===== src/rtl/jk_stimulus_sequencer.sv =====
// jk_stimulus_sequencer
//   Command-driven stimulus generator for a JK flip-flop. Commands {op,len}
//   enter a small FIFO over a valid/ready handshake and are replayed
//   back-to-back on registered j/k outputs. A reference model tracks the
//   expected flip-flop state from the same j/k, and a checker flags any
//   divergence from the q read back from the flip-flop.
//
// Ports
//   clk          : clock, rising edge
//   rst          : asynchronous active-high reset
//   cmd_valid    : command offered
//   cmd_ready    : FIFO can accept (not full)
//   cmd_op       : command as {j,k}: 00 hold, 01 reset, 10 set, 11 toggle
//   cmd_len      : cycles to drive the op (0 is treated as 1)
//   j, k         : registered drive to the flip-flop
//   busy         : a command is being driven or the FIFO is non-empty
//   q_in         : q fed back from the flip-flop
//   q_model      : reference-model state
//   mismatch     : sticky divergence flag
//   mismatch_cnt : saturating count of divergent cycles
module jk_stimulus_sequencer #(
  parameter int DEPTH = 4,
  parameter int LEN_W = 4,
  parameter int CNT_W = 8
) (
  input  logic             clk,
  input  logic             rst,
  input  logic             cmd_valid,
  output logic             cmd_ready,
  input  logic [1:0]       cmd_op,
  input  logic [LEN_W-1:0] cmd_len,
  output logic             j,
  output logic             k,
  output logic             busy,
  input  logic             q_in,
  output logic             q_model,
  output logic             mismatch,
  output logic [CNT_W-1:0] mismatch_cnt
);

  localparam int AW = $clog2(DEPTH);

  typedef enum logic {IDLE, DRIVE} state_t;

  state_t               state_q, state_d;
  logic [LEN_W-1:0]     cnt_q, cnt_d;
  logic [1:0]           jk_q, jk_d;
  logic [AW:0]          wr_ptr_q, rd_ptr_q;
  logic [LEN_W+1:0]     mem_q [DEPTH];
  logic                 q_model_q, q_model_d;
  logic                 mismatch_q;
  logic [CNT_W-1:0]     mismatch_cnt_q;

  logic                 full, empty, push, pop;
  logic [1:0]           head_op;
  logic [LEN_W-1:0]     head_len_raw, head_len;

  // Pointers carry one extra wrap bit: equal pointers mean empty, equal
  // index with differing wrap bit means full.
  assign empty = (wr_ptr_q == rd_ptr_q);
  assign full  = (wr_ptr_q[AW] != rd_ptr_q[AW]) &&
                 (wr_ptr_q[AW-1:0] == rd_ptr_q[AW-1:0]);

  // Ready depends only on registered pointers, so a pop on the same edge
  // never lets a push into a full FIFO.
  assign cmd_ready = !full;
  assign push      = cmd_valid && !full;

  assign {head_op, head_len_raw} = mem_q[rd_ptr_q[AW-1:0]];
  assign head_len = (head_len_raw == '0) ? LEN_W'(1) : head_len_raw;

  always_ff @(posedge clk) begin
    if (push) mem_q[wr_ptr_q[AW-1:0]] <= {cmd_op, cmd_len};
  end

  always_ff @(posedge clk or posedge rst) begin
    if (rst) begin
      wr_ptr_q <= '0;
      rd_ptr_q <= '0;
    end else begin
      if (push) wr_ptr_q <= wr_ptr_q + 1'b1;
      if (pop)  rd_ptr_q <= rd_ptr_q + 1'b1;
    end
  end

  always_ff @(posedge clk or posedge rst) begin
    if (rst) begin
      state_q <= IDLE;
      cnt_q   <= '0;
      jk_q    <= 2'b00;
    end else begin
      state_q <= state_d;
      cnt_q   <= cnt_d;
      jk_q    <= jk_d;
    end
  end

  // The last cycle of a command loads the next one directly when the FIFO
  // holds more, so consecutive commands have no gap cycle.
  always_comb begin
    state_d = state_q;
    cnt_d   = cnt_q;
    jk_d    = jk_q;
    pop     = 1'b0;
    case (state_q)
      IDLE: begin
        if (!empty) begin
          pop     = 1'b1;
          jk_d    = head_op;
          cnt_d   = head_len;
          state_d = DRIVE;
        end else begin
          jk_d = 2'b00;
        end
      end
      DRIVE: begin
        if (cnt_q > LEN_W'(1)) begin
          cnt_d = cnt_q - 1'b1;
        end else if (!empty) begin
          pop   = 1'b1;
          jk_d  = head_op;
          cnt_d = head_len;
        end else begin
          jk_d    = 2'b00;
          state_d = IDLE;
        end
      end
      default: begin
        jk_d    = 2'b00;
        state_d = IDLE;
      end
    endcase
  end

  // Reference model samples the same registered j/k the flip-flop sees.
  always_comb begin
    q_model_d = q_model_q;
    case (jk_q)
      2'b01:   q_model_d = 1'b0;
      2'b10:   q_model_d = 1'b1;
      2'b11:   q_model_d = ~q_model_q;
      default: q_model_d = q_model_q;
    endcase
  end

  always_ff @(posedge clk or posedge rst) begin
    if (rst) begin
      q_model_q      <= 1'b0;
      mismatch_q     <= 1'b0;
      mismatch_cnt_q <= '0;
    end else begin
      q_model_q <= q_model_d;
      if (q_in != q_model_q) begin
        mismatch_q <= 1'b1;
        if (mismatch_cnt_q != '1) mismatch_cnt_q <= mismatch_cnt_q + 1'b1;
      end
    end
  end

  assign j            = jk_q[1];
  assign k            = jk_q[0];
  assign busy         = (state_q == DRIVE) || !empty;
  assign q_model      = q_model_q;
  assign mismatch     = mismatch_q;
  assign mismatch_cnt = mismatch_cnt_q;

endmodule


===== config.mk =====
export PLATFORM = sky130hd
export DESIGN_NAME = jk_stimulus_sequencer
export DESIGN_NICKNAME = d
export VERILOG_FILES = /design/src/rtl/jk_stimulus_sequencer.sv
export SDC_FILE = /design/constraint.sdc
export NUM_CORES = 1
export LEC_CHECK = 0
export BUFFER_PORTS_ARGS = -buffer_cell sky130_fd_sc_hd__buf_2
export CAP_MARGIN = 20
export CORE_AREA = 5 5 103 81
export DETAILED_ROUTE_END_ITERATION = 8
export DIE_AREA = 0 0 108 86
export MAX_ROUTING_LAYER = met4
export PLACE_DENSITY = 0.57
export SETUP_SLACK_MARGIN = 0.2
export SLEW_MARGIN = 5
export SYNTH_ARGS = -nofsm -noshare
export SYNTH_HDL_FRONTEND = slang
export SYNTH_SLANG_ARGS = --single-unit

===== constraint.sdc =====
create_clock -name clk -period 2 [get_ports clk]
set_input_delay 0.3 -clock clk [delete_from_list [all_inputs] [get_ports clk]]
set_output_delay 0.3 -clock clk [all_outputs]
set_load 0.005 [all_outputs]

==> results.ini <==
[status]
status = completed

[route]
dr.pass1.iters = 4
drt-total-wl_mm = 3.89
routedWlPerCell_um = 13.9
ant_nets = 0
drtIter0Drc = 44
via_per_inst = 4.20
vias = 1181
drcViolationCount = 0

[floorplan]
dieArea_sq_um = 9290
initial_utilization = 0.295
die_h_um = 86
core_area_sq_um = 7160
ios = 24
rows = 27
die_w_um = 108

[clock_network]
cts_buffers = 5
cts_tree = built
clockBufferDepth = 2
cts_sinks = 47
clock_latency_ps = 300
path_clk_slew_ps = 90
cts_root_buffer = clkbuf_8
ctsHoldBuffers = 0
htreeDepth = 2

[power_and_ir_drop]
intPower_w = 0.00247
leakage_nw = 1.01
p_switching_w = 0.00142
pwr-share-seq = 0.434
clockPowerShare = 0.144
switching_share = 0.365
pwr_density_cell_nw_per_um2 = 1540
peakVddDrop_v = 0.000410
p_comb_frac = 0.422

[sta]
worstMarginPinSlew_ps = 463
relSlewSlack = 0.689
finalSetupTns_ps = 0
rsz0062_at_grt = true
hold_viol = 0
max_freq_mhz = 567
final-setup-viol-count = 0
final.period_utilization = 0.882
finClkSkew_ps = 10.1
drv_slew = 0
finalCriticalPeriod_ps = 1760

[final_layout]
fillCellCount = 709
fin_area_sq_um = 2520
final_layout_size_suffix_gt1_frac = 0.333
final_cells = 281
syn_to_final_growth_pct = 19.3
final_nets = 197
num_antenna_cells = 0

[synth]
ys_types = 36
yosysSeqAreaShare = 0.614
syn_area_sq_um = 2110
ys.warnings.count = 0
yosys_register_bits = 47
syn-instance-count = 142
syn_avg_cell_area_sq_um = 14.9
synth.net_count = 160

[worst_setup_path]
required_ps = 1700
criticalPathCategory = reg -> out
cp-start-kind = register
end_kind = primary output
crit_arrival_ps = 1460
max_stage_delay_ps = 490
cp_slowest_cell = dfrtp_1
critPathMaxFanout = 4
crit_chain = xnor2_4 > and3b_2 > nand2b_1 > buf_2

[grt]
antenna_found_initial = 0
grt_pass1_wl_mm = 6.44
grt_max_degree = 24
track_usage = 0.0932
gr-total-overflow = 0
grt_pass1_vias = 1222

[placement]
dp_cells = 269
gp_congestion = 0.735
io_buffers = 23
postPlaceCellArea_sq_um = 2370
dpl.hpwl_mm = 2.74

[worst_hold_path]
min_path_type = in -> async

[flow_run]
cap_violations = 0

## flip-flops by register name (all words and copies together) (netlist names)
signal / count
mem_q: 24
mismatch_cnt: 8
cnt_q: 4
rd_ptr_q: 3
wr_ptr_q: 3
jk_q: 2
mismatch: 1
q_model: 1
state_q: 1
## layer usage
layer | vias to the layer above | GRT usage | share of wire
li1 | 588 | - | -
met1 | 564 | 0.136 | 0.52
met2 | 27 | 0.126 | 0.42
met3 | 2 | 0.0286 | 0.055
met4 | 0 | 0.0206 | 0.0033
met5 | - | - | 0
## placed cells by master, fill, tap and decap left out, types with 4 or more instances in the layout
master / Yosys / final
mux4_1: 4 / 4
xnor2_1: 8 / 8
edfxtp_1: 24 / 24
nor3_1: 4 / 4
nand2_1: 11 / 11
buf_2: 1 / 23
nor2_1: 5 / 4
ha_1: 8 / 8
xor2_1: 5 / 4
buf_4: 0 / 9
dfrtp_1: 23 / 21
inv_1: 8 / 8
and2_2: 0 / 4
nand3_1: 6 / 6
clkbuf_8: 0 / 5
## cells in the mapped netlist
cell,n,area [sq um]
edfxtp_1,24,721
dfrtp_1,23,576
nand2_1,11,41.3
ha_1,8,100
inv_1,8,30.0
xnor2_1,8,70.1
nand3_1,6,30.0
and2_1,5,31.3
nor2_1,5,18.8
xor2_1,5,43.8
mux4_1,4,105
nor3_1,4,20.0
mux2_2,3,33.8
mux2i_1,3,30.0
mux4_2,2,45.0
nand2b_1,2,12.5
xnor2_2,2,32.5
a211o_1,1,8.76
a211oi_1,1,7.51
a21oi_1,1,5.00
a221oi_2,1,15.0
a311oi_1,1,8.76
a31oi_1,1,6.26
a31oi_2,1,12.5
and3_1,1,6.26
and3b_1,1,8.76
and4_1,1,8.76
buf_2,1,5.00
buf_6,1,11.3
nand3b_2,1,11.3
nand4_1,1,6.26
nor3_2,1,10.0
o21ai_0,1,5.00
o221a_2,1,11.3
o31a_1,1,8.76
o31ai_2,1,12.5
## final timing paths
path | from | slack (ps) | end | cells past startpoint
max in group asynchronous | rst | 1720 | wr_ptr_q[1] | 3
worst max register to register | cnt_q[0] | 270 | cnt_q[3] | 6
worst min register to register | mismatch | 470 | mismatch | 1
worst max-delay path | wr_ptr_q[0] | 240 | busy | 4
min in group clk | cmd_len[0] | 210 | mem_q[2][0] | 1
worst min-delay path | rst | 30 | rd_ptr_q[1] | 3
## per-stage QoR
step	util	setup WS [ps]	hold slack, ps	total power (W)
final	0.352	235	29.8	0.00388
after global routing	0.352	148	46.8	0.00419
after detailed placement	0.331	113	365	0.00320
after CTS	0.346	132	34.2	0.00382
after floorplan	-	247	302	0.00271
after global placement	0.331	171	359	0.00317
## final cells by class
class,count,area [sq um],area share
Sequential cell,47,1300,0.516
Multi-Input combinational cell,85,795,0.316
Clock inverter,2,12.5,0.00497
Timing Repair Buffer,32,183,0.0726
Clock buffer,6,72.6,0.0288
Tap cell,101,126,0.0502
Inverter,8,30.0,0.0119
## kinds of logic (layout without fill, tap and decap cells)
kind of cell,after synthesis,in the layout,synth area share
compound gates,11,11,0.0480
xor+xnor,15,15,0.0694
fa+ha+maj,8,8,0.0475
buf+inv,10,48,0.0219
flops,47,47,0.614
mux,12,12,0.101
simple gates,39,39,0.0973
## worst max-delay path: cells and delay by family (launching register included)
kind,cells,cell delay (ps)
buffers and inverters,1,120
AND/OR/NAND/NOR,2,330
flip-flops,1,490
XOR/XNOR,1,230
## power by group through the flow
stage | clock network, W | registers (W) | logic [W]
6_report | 0.000560 | 0.00168 | 0.00164
3_3_place_gp | 0 | 0.00169 | 0.00149
4_1_cts | 0.000582 | 0.00167 | 0.00157
3_5_place_dp | 0 | 0.00169 | 0.00151
2_1_floorplan | 0 | 0.00161 | 0.00110
5_1_grt | 0.000630 | 0.00175 | 0.00182
## repair_timing
action	4_1_cts	5_1_grt
pin swaps	2	2
setup buffers	2	2
resized for setup	2	8
setup endpoints to repair	27	23
Power figures use the tool's default switching activity.
